`src/rtl/ifu_fetch_ctrl_pkg.sv`:
```
`default_nettype none
// ============================================================================
// Module      : ifu_fetch_ctrl_pkg
// Description : Shared constants, state encoding and helpers for the fetch
//               sequencer.
// Revision    : 1.0 - initial release
// ============================================================================
package ifu_fetch_ctrl_pkg;

    localparam logic [31:0] c_nop_insn         = 32'h0000_0013;
    localparam logic [63:0] c_reset_pc_default = 64'h0000_0000_8000_0000;

    localparam int c_state_w = 2;
    typedef logic [c_state_w-1:0] fetch_state_t;

    localparam fetch_state_t c_st_run   = 2'd0;
    localparam fetch_state_t c_st_drain = 2'd1;
    localparam fetch_state_t c_st_exc   = 2'd2;

    // Targets are 32-bit instruction aligned; anything else raises a fetch fault.
    function automatic logic is_misaligned(input logic [1:0] lsb);
        return lsb != 2'b00;
    endfunction

endpackage
`default_nettype wire

```
`src/rtl/ifu_fetch_ctrl_credit_ctr.sv`:
```
`default_nettype none
// ============================================================================
// Module      : fetch_credit_ctr
// Description : Saturating up/down counter with synchronous load; increments
//               and decrements arriving on the same cycle are summed.
// Revision    : 1.0 - initial release
// ============================================================================
module fetch_credit_ctr #(
    parameter int WIDTH   = 3,
    parameter int MAX     = 7,
    parameter int RST_VAL = 0
) (
    input  logic             clk,
    input  logic             rst,
    input  logic             i_load,
    input  logic [WIDTH-1:0] i_load_val,
    input  logic [WIDTH-1:0] i_inc,
    input  logic [WIDTH-1:0] i_dec,
    output logic [WIDTH-1:0] o_count
);

    localparam logic [WIDTH:0]   c_max     = (WIDTH+1)'(MAX);
    localparam logic [WIDTH-1:0] c_rst_val = WIDTH'(RST_VAL);

    logic [WIDTH-1:0] r_count;
    logic [WIDTH-1:0] w_next;
    logic [WIDTH:0]   w_sum;
    logic [WIDTH:0]   w_diff;

    // One extra bit of headroom so the sum can never wrap before saturation.
    always_comb begin
        w_sum  = {1'b0, r_count} + {1'b0, i_inc};
        w_diff = w_sum - {1'b0, i_dec};
        if (i_load) begin
            w_next = i_load_val;
        end else if (w_sum < {1'b0, i_dec}) begin
            w_next = '0;
        end else if (w_diff > c_max) begin
            w_next = c_max[WIDTH-1:0];
        end else begin
            w_next = w_diff[WIDTH-1:0];
        end
    end

    always_ff @(posedge clk or negedge rst) begin
        if (!rst) begin
            r_count <= c_rst_val;
        end else begin
            r_count <= w_next;
        end
    end

    assign o_count = r_count;

endmodule
`default_nettype wire

```
`src/rtl/ifu_fetch_ctrl.sv`:
```
`default_nettype none
// ============================================================================
// Module      : ifu_fetch_ctrl
// Description : Fetch sequencer: issues 64-bit aligned imem fetches under
//               queue credit control, writes responses into the instruction
//               queue and handles redirect, flush and misaligned targets.
// Revision    : 1.0 - initial release
// ============================================================================
module ifu_fetch_ctrl
    import ifu_fetch_ctrl_pkg::*;
#(
    parameter int                    ADDR_WIDTH  = 64,
    parameter logic [ADDR_WIDTH-1:0] RESET_PC    = ADDR_WIDTH'(c_reset_pc_default),
    parameter int                    QUEUE_SLOTS = 7,
    parameter int                    MAX_OUTST   = 2
) (
    input  logic                  clk,
    input  logic                  rst,
    input  logic                  redirect_valid_i,
    input  logic [ADDR_WIDTH-1:0] redirect_addr_i,
    output logic                  imem_req_valid_o,
    output logic [ADDR_WIDTH-1:0] imem_req_addr_o,
    input  logic                  imem_req_ready_i,
    input  logic                  imem_rsp_valid_i,
    input  logic [63:0]           imem_rsp_data_i,
    input  logic                  q_deq_i,
    output logic                  q_flush_o,
    output logic [31:0]           q_inst0_o,
    output logic [31:0]           q_inst1_o,
    output logic                  q_inst_valid_o,
    output logic                  q_misalign_o,
    output logic [ADDR_WIDTH-1:0] q_misalign_addr_o
);

    localparam int c_cred_w  = $clog2(QUEUE_SLOTS + 1);
    localparam int c_outst_w = $clog2(MAX_OUTST + 1);

    localparam logic [c_cred_w-1:0]  c_slots     = c_cred_w'(QUEUE_SLOTS);
    localparam logic [c_outst_w-1:0] c_max_outst = c_outst_w'(MAX_OUTST);

    fetch_state_t             r_state;
    fetch_state_t             w_state_next;
    logic [ADDR_WIDTH-1:0]    r_pc;
    logic                     r_first_hi;

    logic [c_cred_w-1:0]      w_credits;
    logic [c_cred_w-1:0]      w_occ;
    logic [c_outst_w-1:0]     w_outst;
    logic [c_outst_w-1:0]     w_drop;

    logic                     w_redirect;
    logic                     w_exc_tgt;
    logic                     w_exc_wr;
    logic                     w_req_valid;
    logic                     w_hs;
    logic                     w_rsp_drop;
    logic                     w_rsp_wr;
    logic                     w_deq;
    logic [c_outst_w-1:0]     w_drop_load;
    logic [c_outst_w-1:0]     w_drop_dec;
    logic [c_cred_w-1:0]      w_cred_load;

    logic                     r_inst_valid;
    logic [31:0]              r_inst0;
    logic [31:0]              r_inst1;
    logic                     r_misalign;
    logic [ADDR_WIDTH-1:0]    r_misalign_addr;

    // ------------------------------------------------------------------
    // Event decode
    // ------------------------------------------------------------------
    assign w_redirect = redirect_valid_i;
    assign w_exc_tgt  = is_misaligned(redirect_addr_i[1:0]);
    assign w_exc_wr   = w_redirect && w_exc_tgt;
    assign w_hs       = w_req_valid && imem_req_ready_i;

    // A response is kept only if no redirect is in progress and no stale fetch is pending.
    assign w_rsp_drop = imem_rsp_valid_i &&
                        (w_redirect || (w_drop != '0) || (r_state == c_st_exc));
    assign w_rsp_wr   = imem_rsp_valid_i && !w_rsp_drop;
    assign w_deq      = q_deq_i && !w_redirect && (w_occ != '0);

    // Requests still in flight after a redirect cycle; they all become stale.
    assign w_drop_load = w_outst - c_outst_w'(imem_rsp_valid_i);
    assign w_drop_dec  = (w_rsp_drop && (w_drop != '0)) ? (w_drop - 1'b1) : w_drop;
    assign w_cred_load = c_slots - c_cred_w'(w_drop_load) - c_cred_w'(w_exc_wr);

    // ------------------------------------------------------------------
    // Counters
    // ------------------------------------------------------------------
    fetch_credit_ctr #(
        .WIDTH   (c_cred_w),
        .MAX     (QUEUE_SLOTS),
        .RST_VAL (QUEUE_SLOTS)
    ) u_credits (
        .clk        (clk),
        .rst        (rst),
        .i_load     (w_redirect),
        .i_load_val (w_cred_load),
        .i_inc      (c_cred_w'(w_rsp_drop) + c_cred_w'(w_deq)),
        .i_dec      (c_cred_w'(w_hs)),
        .o_count    (w_credits)
    );

    fetch_credit_ctr #(
        .WIDTH   (c_cred_w),
        .MAX     (QUEUE_SLOTS),
        .RST_VAL (0)
    ) u_occ (
        .clk        (clk),
        .rst        (rst),
        .i_load     (w_redirect),
        .i_load_val (c_cred_w'(w_exc_wr)),
        .i_inc      (c_cred_w'(w_rsp_wr)),
        .i_dec      (c_cred_w'(w_deq)),
        .o_count    (w_occ)
    );

    fetch_credit_ctr #(
        .WIDTH   (c_outst_w),
        .MAX     (MAX_OUTST),
        .RST_VAL (0)
    ) u_outst (
        .clk        (clk),
        .rst        (rst),
        .i_load     (1'b0),
        .i_load_val ('0),
        .i_inc      (c_outst_w'(w_hs)),
        .i_dec      (c_outst_w'(imem_rsp_valid_i)),
        .o_count    (w_outst)
    );

    fetch_credit_ctr #(
        .WIDTH   (c_outst_w),
        .MAX     (MAX_OUTST),
        .RST_VAL (0)
    ) u_drop (
        .clk        (clk),
        .rst        (rst),
        .i_load     (w_redirect),
        .i_load_val (w_drop_load),
        .i_inc      ('0),
        .i_dec      (c_outst_w'(w_rsp_drop)),
        .o_count    (w_drop)
    );

    // ------------------------------------------------------------------
    // State machine
    // ------------------------------------------------------------------
    always_ff @(posedge clk or negedge rst) begin
        if (!rst) begin
            r_state <= c_st_run;
        end else begin
            r_state <= w_state_next;
        end
    end

    always_comb begin
        w_state_next = r_state;
        if (w_redirect) begin
            if (w_exc_tgt) begin
                w_state_next = c_st_exc;
            end else if (w_drop_load != '0) begin
                w_state_next = c_st_drain;
            end else begin
                w_state_next = c_st_run;
            end
        end else begin
            case (r_state)
                c_st_run: w_state_next = c_st_run;
                c_st_drain: begin
                    if (w_drop_dec == '0) begin
                        w_state_next = c_st_run;
                    end
                end
                c_st_exc: w_state_next = c_st_exc;
                default:  w_state_next = c_st_run;
            endcase
        end
    end

    // Reset is folded in so no request is visible while the block is held in reset.
    always_comb begin
        w_req_valid      = rst && (r_state == c_st_run) && (w_credits != '0) &&
                           (w_outst < c_max_outst) && !w_redirect;
        imem_req_valid_o = w_req_valid;
        imem_req_addr_o  = w_req_valid ? r_pc : '0;
    end

    // ------------------------------------------------------------------
    // Fetch PC and first-block lower-slot suppression
    // ------------------------------------------------------------------
    always_ff @(posedge clk or negedge rst) begin
        if (!rst) begin
            r_pc       <= RESET_PC;
            r_first_hi <= 1'b0;
        end else if (w_redirect) begin
            r_pc       <= {redirect_addr_i[ADDR_WIDTH-1:3], 3'b000};
            r_first_hi <= !w_exc_tgt && redirect_addr_i[2];
        end else begin
            if (w_hs) begin
                r_pc <= r_pc + ADDR_WIDTH'(8);
            end
            if (w_rsp_wr) begin
                r_first_hi <= 1'b0;
            end
        end
    end

    // ------------------------------------------------------------------
    // Queue write port
    // ------------------------------------------------------------------
    always_ff @(posedge clk or negedge rst) begin
        if (!rst) begin
            r_inst_valid    <= 1'b0;
            r_inst0         <= '0;
            r_inst1         <= '0;
            r_misalign      <= 1'b0;
            r_misalign_addr <= '0;
        end else begin
            r_inst_valid <= w_rsp_wr || w_exc_wr;
            r_misalign   <= w_exc_wr;
            if (w_exc_wr) begin
                r_inst0         <= '0;
                r_inst1         <= '0;
                r_misalign_addr <= redirect_addr_i;
            end else if (w_rsp_wr) begin
                r_inst0 <= r_first_hi ? c_nop_insn : imem_rsp_data_i[31:0];
                r_inst1 <= imem_rsp_data_i[63:32];
            end
        end
    end

    assign q_flush_o         = redirect_valid_i;
    assign q_inst_valid_o    = r_inst_valid;
    assign q_inst0_o         = r_inst0;
    assign q_inst1_o         = r_inst1;
    assign q_misalign_o      = r_misalign;
    assign q_misalign_addr_o = r_misalign_addr;

endmodule
`default_nettype wire

```
`config.mk`:
```
export PLATFORM = sky130hd
export DESIGN_NAME = ifu_fetch_ctrl
export DESIGN_NICKNAME = d
export VERILOG_FILES = /design/src/rtl/ifu_fetch_ctrl_pkg.sv /design/src/rtl/ifu_fetch_ctrl_credit_ctr.sv /design/src/rtl/ifu_fetch_ctrl.sv
export SDC_FILE = /design/constraint.sdc
export NUM_CORES = 1
export LEC_CHECK = 0
export CORE_UTILIZATION = 51
export CTS_BUF_LIST = sky130_fd_sc_hd__clkbuf_8 sky130_fd_sc_hd__clkbuf_16
export DETAILED_ROUTE_END_ITERATION = 8
export PLACE_DENSITY = 0.87
export SYNTH_ARGS = -nofsm -noshare
export SYNTH_HDL_FRONTEND = slang
export SYNTH_HIERARCHICAL = 1
export SYNTH_SLANG_ARGS = --single-unit
```
`constraint.sdc`:
```
create_clock -name clk -period 6.5 [get_ports clk]
set_input_delay 0.65 -clock clk [delete_from_list [all_inputs] [get_ports clk]]
set_output_delay 0.65 -clock clk [all_outputs]
set_load 0.01 [all_outputs]
```
==> out/qor.csv <==
metric,value,unit
launching element type of the critical path,primary input,
"Cell Area, Placed",13900,sq um
Rel. slew slack,22.8,%
global route overflow,0,
start-to-end type of the worst setup path,in -> out,
leakage power figure,6.80,nW
terminus of the critical flop-to-flop path,u_occ/o_count[1]$_DFF_PN0_,
hold violation count in the final report,0,
maximum number of pins on one net before global-route repair,101,
Post-CTS Setup Repair Bufs,0,
cell with the biggest individual delay on the critical path,nor2_4,
critical-path cell list,buf_8 > nor3b_1 > nand2_1 > nor2_4 > and2_2 > clkdlybuf4s50_1,
critical path's top delay family,simple AND/OR/NAND/NOR gates,
# resized after CTS,0,
post-layout minimum cycle time,4.30,ns
post-detail-place hpwl,22900,microns
Design Power,4.02,mW
slew at the pin with the worst max-slew slack,1.16,ns
dominant register cell in the synthesized netlist,dfrtp_1,
buffer depth of the longest clock path,3,
area of combinational cells with multiple inputs,4950,sq um
final cell utilization of the core,74.5,%
Max stage delay on crit path,0.92,ns
data arrival time at the worst-slack endpoint,3.65,ns
most common library cell in the layout ignoring fill and taps,nand2_1,
total standard cell area after synthesis,10400,sq um
iteration count of the initial detailed-routing pass,6,
drt first-iter violations,790,
detailed-route wire length per cell,18.6,microns
number of global-route vias before repair,9376,
number of enable flip-flop cells after synthesis,0,
length in cells of the worst reg-to-reg path,14,
flip-flop and latch count after synthesis,204,
DRC,0,
beginning of the worst register-to-register path,u_drop/o_count[0]$_DFF_PN0_,
count of yosys warnings during synthesis,6,
proportion of layout cells with a drive suffix above 1,5.52,%
path category of the worst min-delay check,in -> async,
Register-to-Register Setup Slack,2.76,ns
Die ar.,20900,sq um
TritonCTS clock tree,yes,
GRT Util Overall,30.8,%
share of the yosys chip area belonging to registers,49.2,%
Post-Route Setup TNS,0,ns
run status,completed,
post-detailed-route count of antenna-violating nets,0,
Max IR drop VDD,187,uV
Pins Over Slew Limit,0,
# port buffers,326,
Vias,9911,
sink count of the clock tree,204,
required time reported for the critical path endpoint,5.85,ns
number of instances in the synthesized netlist,1151,
deepest level of the CTS H-tree,1,
initial antenna violation count,0,
area of all placed cells without fillers,14700,sq um
Sequential Area,5110,sq um
height of the chip,145,microns
distinct cell type count after synthesis,65,
fill count,1373,
unrepaired setup endpoints after global routing,false,
number of diodes added for antenna fixing,0,
power per cell area,273,nW/um^2
fraction of the cycle the final worst path needs,66.2,%
max-capacitance violation count,0,
highest clock frequency the design can meet,232,MHz
clock slew at reported path FFs,0.06,ns
share of synthesized flip-flops with an asynchronous set or reset,100,%
buffering stage count on the worst path with inverters included,2,
final setup skew,0.0245,ns
relative area change from synthesis to final layout,41.7,%
placement row count,51,
Top-Level Pins,330,
WL final,32500,microns
clock tree root buffer cell,clkbuf_16,
Post-Syn Area per Cell,9.01,sq um
total setup violations reported at the end of the flow,0,
average via count per standard cell,5.66,
floorplan core area,19700,sq um
Final Wtd Congestion,0.894,
Critical Path Source,rst,
horizontal die dimension,145,microns
number of CTS-inserted buffers,22,
global-route wire length before repair,49900,microns
total of hold buffers inserted after clock tree synthesis,0,
"commonest cells after routing, fill and taps aside","nand2_1, clkdlybuf4s50_1, dfrtp_1",
Critical Path End Type,primary output,
Initial Utilization,52.6,%
critical-path maximum fanout,98,
clock latency on the worst-skew pair,0.52,ns
Post-layout nets,1636,
==> registers in the layout, summed over array words and instances (netlist names), 2 cells and up <==
name / cells
q_inst1_o: 32
r_pc: 61
q_inst0_o: 32
u_credits/o_count: 3
q_misalign_addr_o: 64
u_drop/o_count: 2
u_outst/o_count: 2
r_state: 2
u_occ/o_count: 3
==> where the power goes <==
part | leakage, nW | internal [mW] | switching [mW]
clock | 0.391 | 0.823 | 0.534
combinational | 3.83 | 0.531 | 0.539
sequential | 2.58 | 1.44 | 0.146
total | 6.80 | 2.80 | 1.22
==> worst max path at each step <==
stage | cells after the start | to | slack, ns
finish | 6 | imem_req_addr_o[27] | 2.20
global route | 6 | imem_req_addr_o[27] | 1.92
CTS | 6 | imem_req_addr_o[27] | 2.20
detailed placement | 14 | u_occ/o_count[1]$_DFF_PN0_ | 1.95
global placement | 14 | u_occ/o_count[2]$_DFF_PN0_ | 2.06
floorplan | 11 | u_outst/o_count[0]$_DFF_PN0_ | 2.99
==> kinds of logic after synthesis <==
family	Yosys count	share of synthesized area, %
mux	2	0.193
simple gates	597	27.8
flops	204	49.2
other cells	1	0.0361
buf+inv	110	4.20
xor+xnor	21	1.77
compound gates	184	12.3
fa+ha+maj	32	4.44
==> per-stage QoR <==
| step | hold slack, ns | worst slack, ns | cells |
|---|---|---|---|
| 6_report | 0.149 | 2.20 | 1751 |
| 5_1_grt | 0.232 | 1.92 | 1751 |
| 4_1_cts | 0.198 | 2.20 | 1751 |
| 3_5_place_dp | 0.461 | 1.95 | 1711 |
| 3_3_place_gp | 0.456 | 2.06 | 1711 |
| 2_1_floorplan | 0.354 | 2.99 | 1177 |
==> synthesized netlist by cell type (4+ instances only) <==
master	number	area, sq um
nand2b_1	4	25.0
clkbuf_1	57	214
nor2_1	29	109
inv_1	40	150
or4_1	5	37.5
o21ai_0	50	250
dfrtp_1	200	5000
nor2b_1	4	25.0
nand2_1	338	1270
a22o_1	31	272
ha_1	24	300
and4_1	6	52.6
a221o_1	6	60.1
a31oi_1	20	125
dfstp_2	4	105
nand3_1	68	340
xnor2_1	6	52.6
xor2_1	15	131
a21oi_1	20	100
a21o_1	6	45.0
nand4_1	19	119
o211ai_1	16	120
o311ai_0	8	70.1
a22oi_1	4	30.0
and2_1	60	375
nand3b_1	4	30.0
fa_1	8	160
nor3_1	13	65.1
buf_4	5	37.5
and3_1	18	113
==> final cells by class <==
cell class / instances / share of cell area (%)
Sequential cell: 204 / 34.8
Multi-Input combinational cell: 863 / 33.7
Timing Repair Buffer: 337 / 22.8
Clock buffer: 29 / 4.40
Tap cell: 265 / 2.26
Inverter: 42 / 1.07
Clock inverter: 11 / 1.02
==> metal layers <==
metal	GRT usage, %	vias to the layer above	share of wire [%]
li1	-	4572	-
met1	40.8	4780	41
met2	51.5	486	49
met3	4.54	73	6.9
met4	10.7	0	3.1
met5	0	-	0
(Power assumes the default switching activity.)
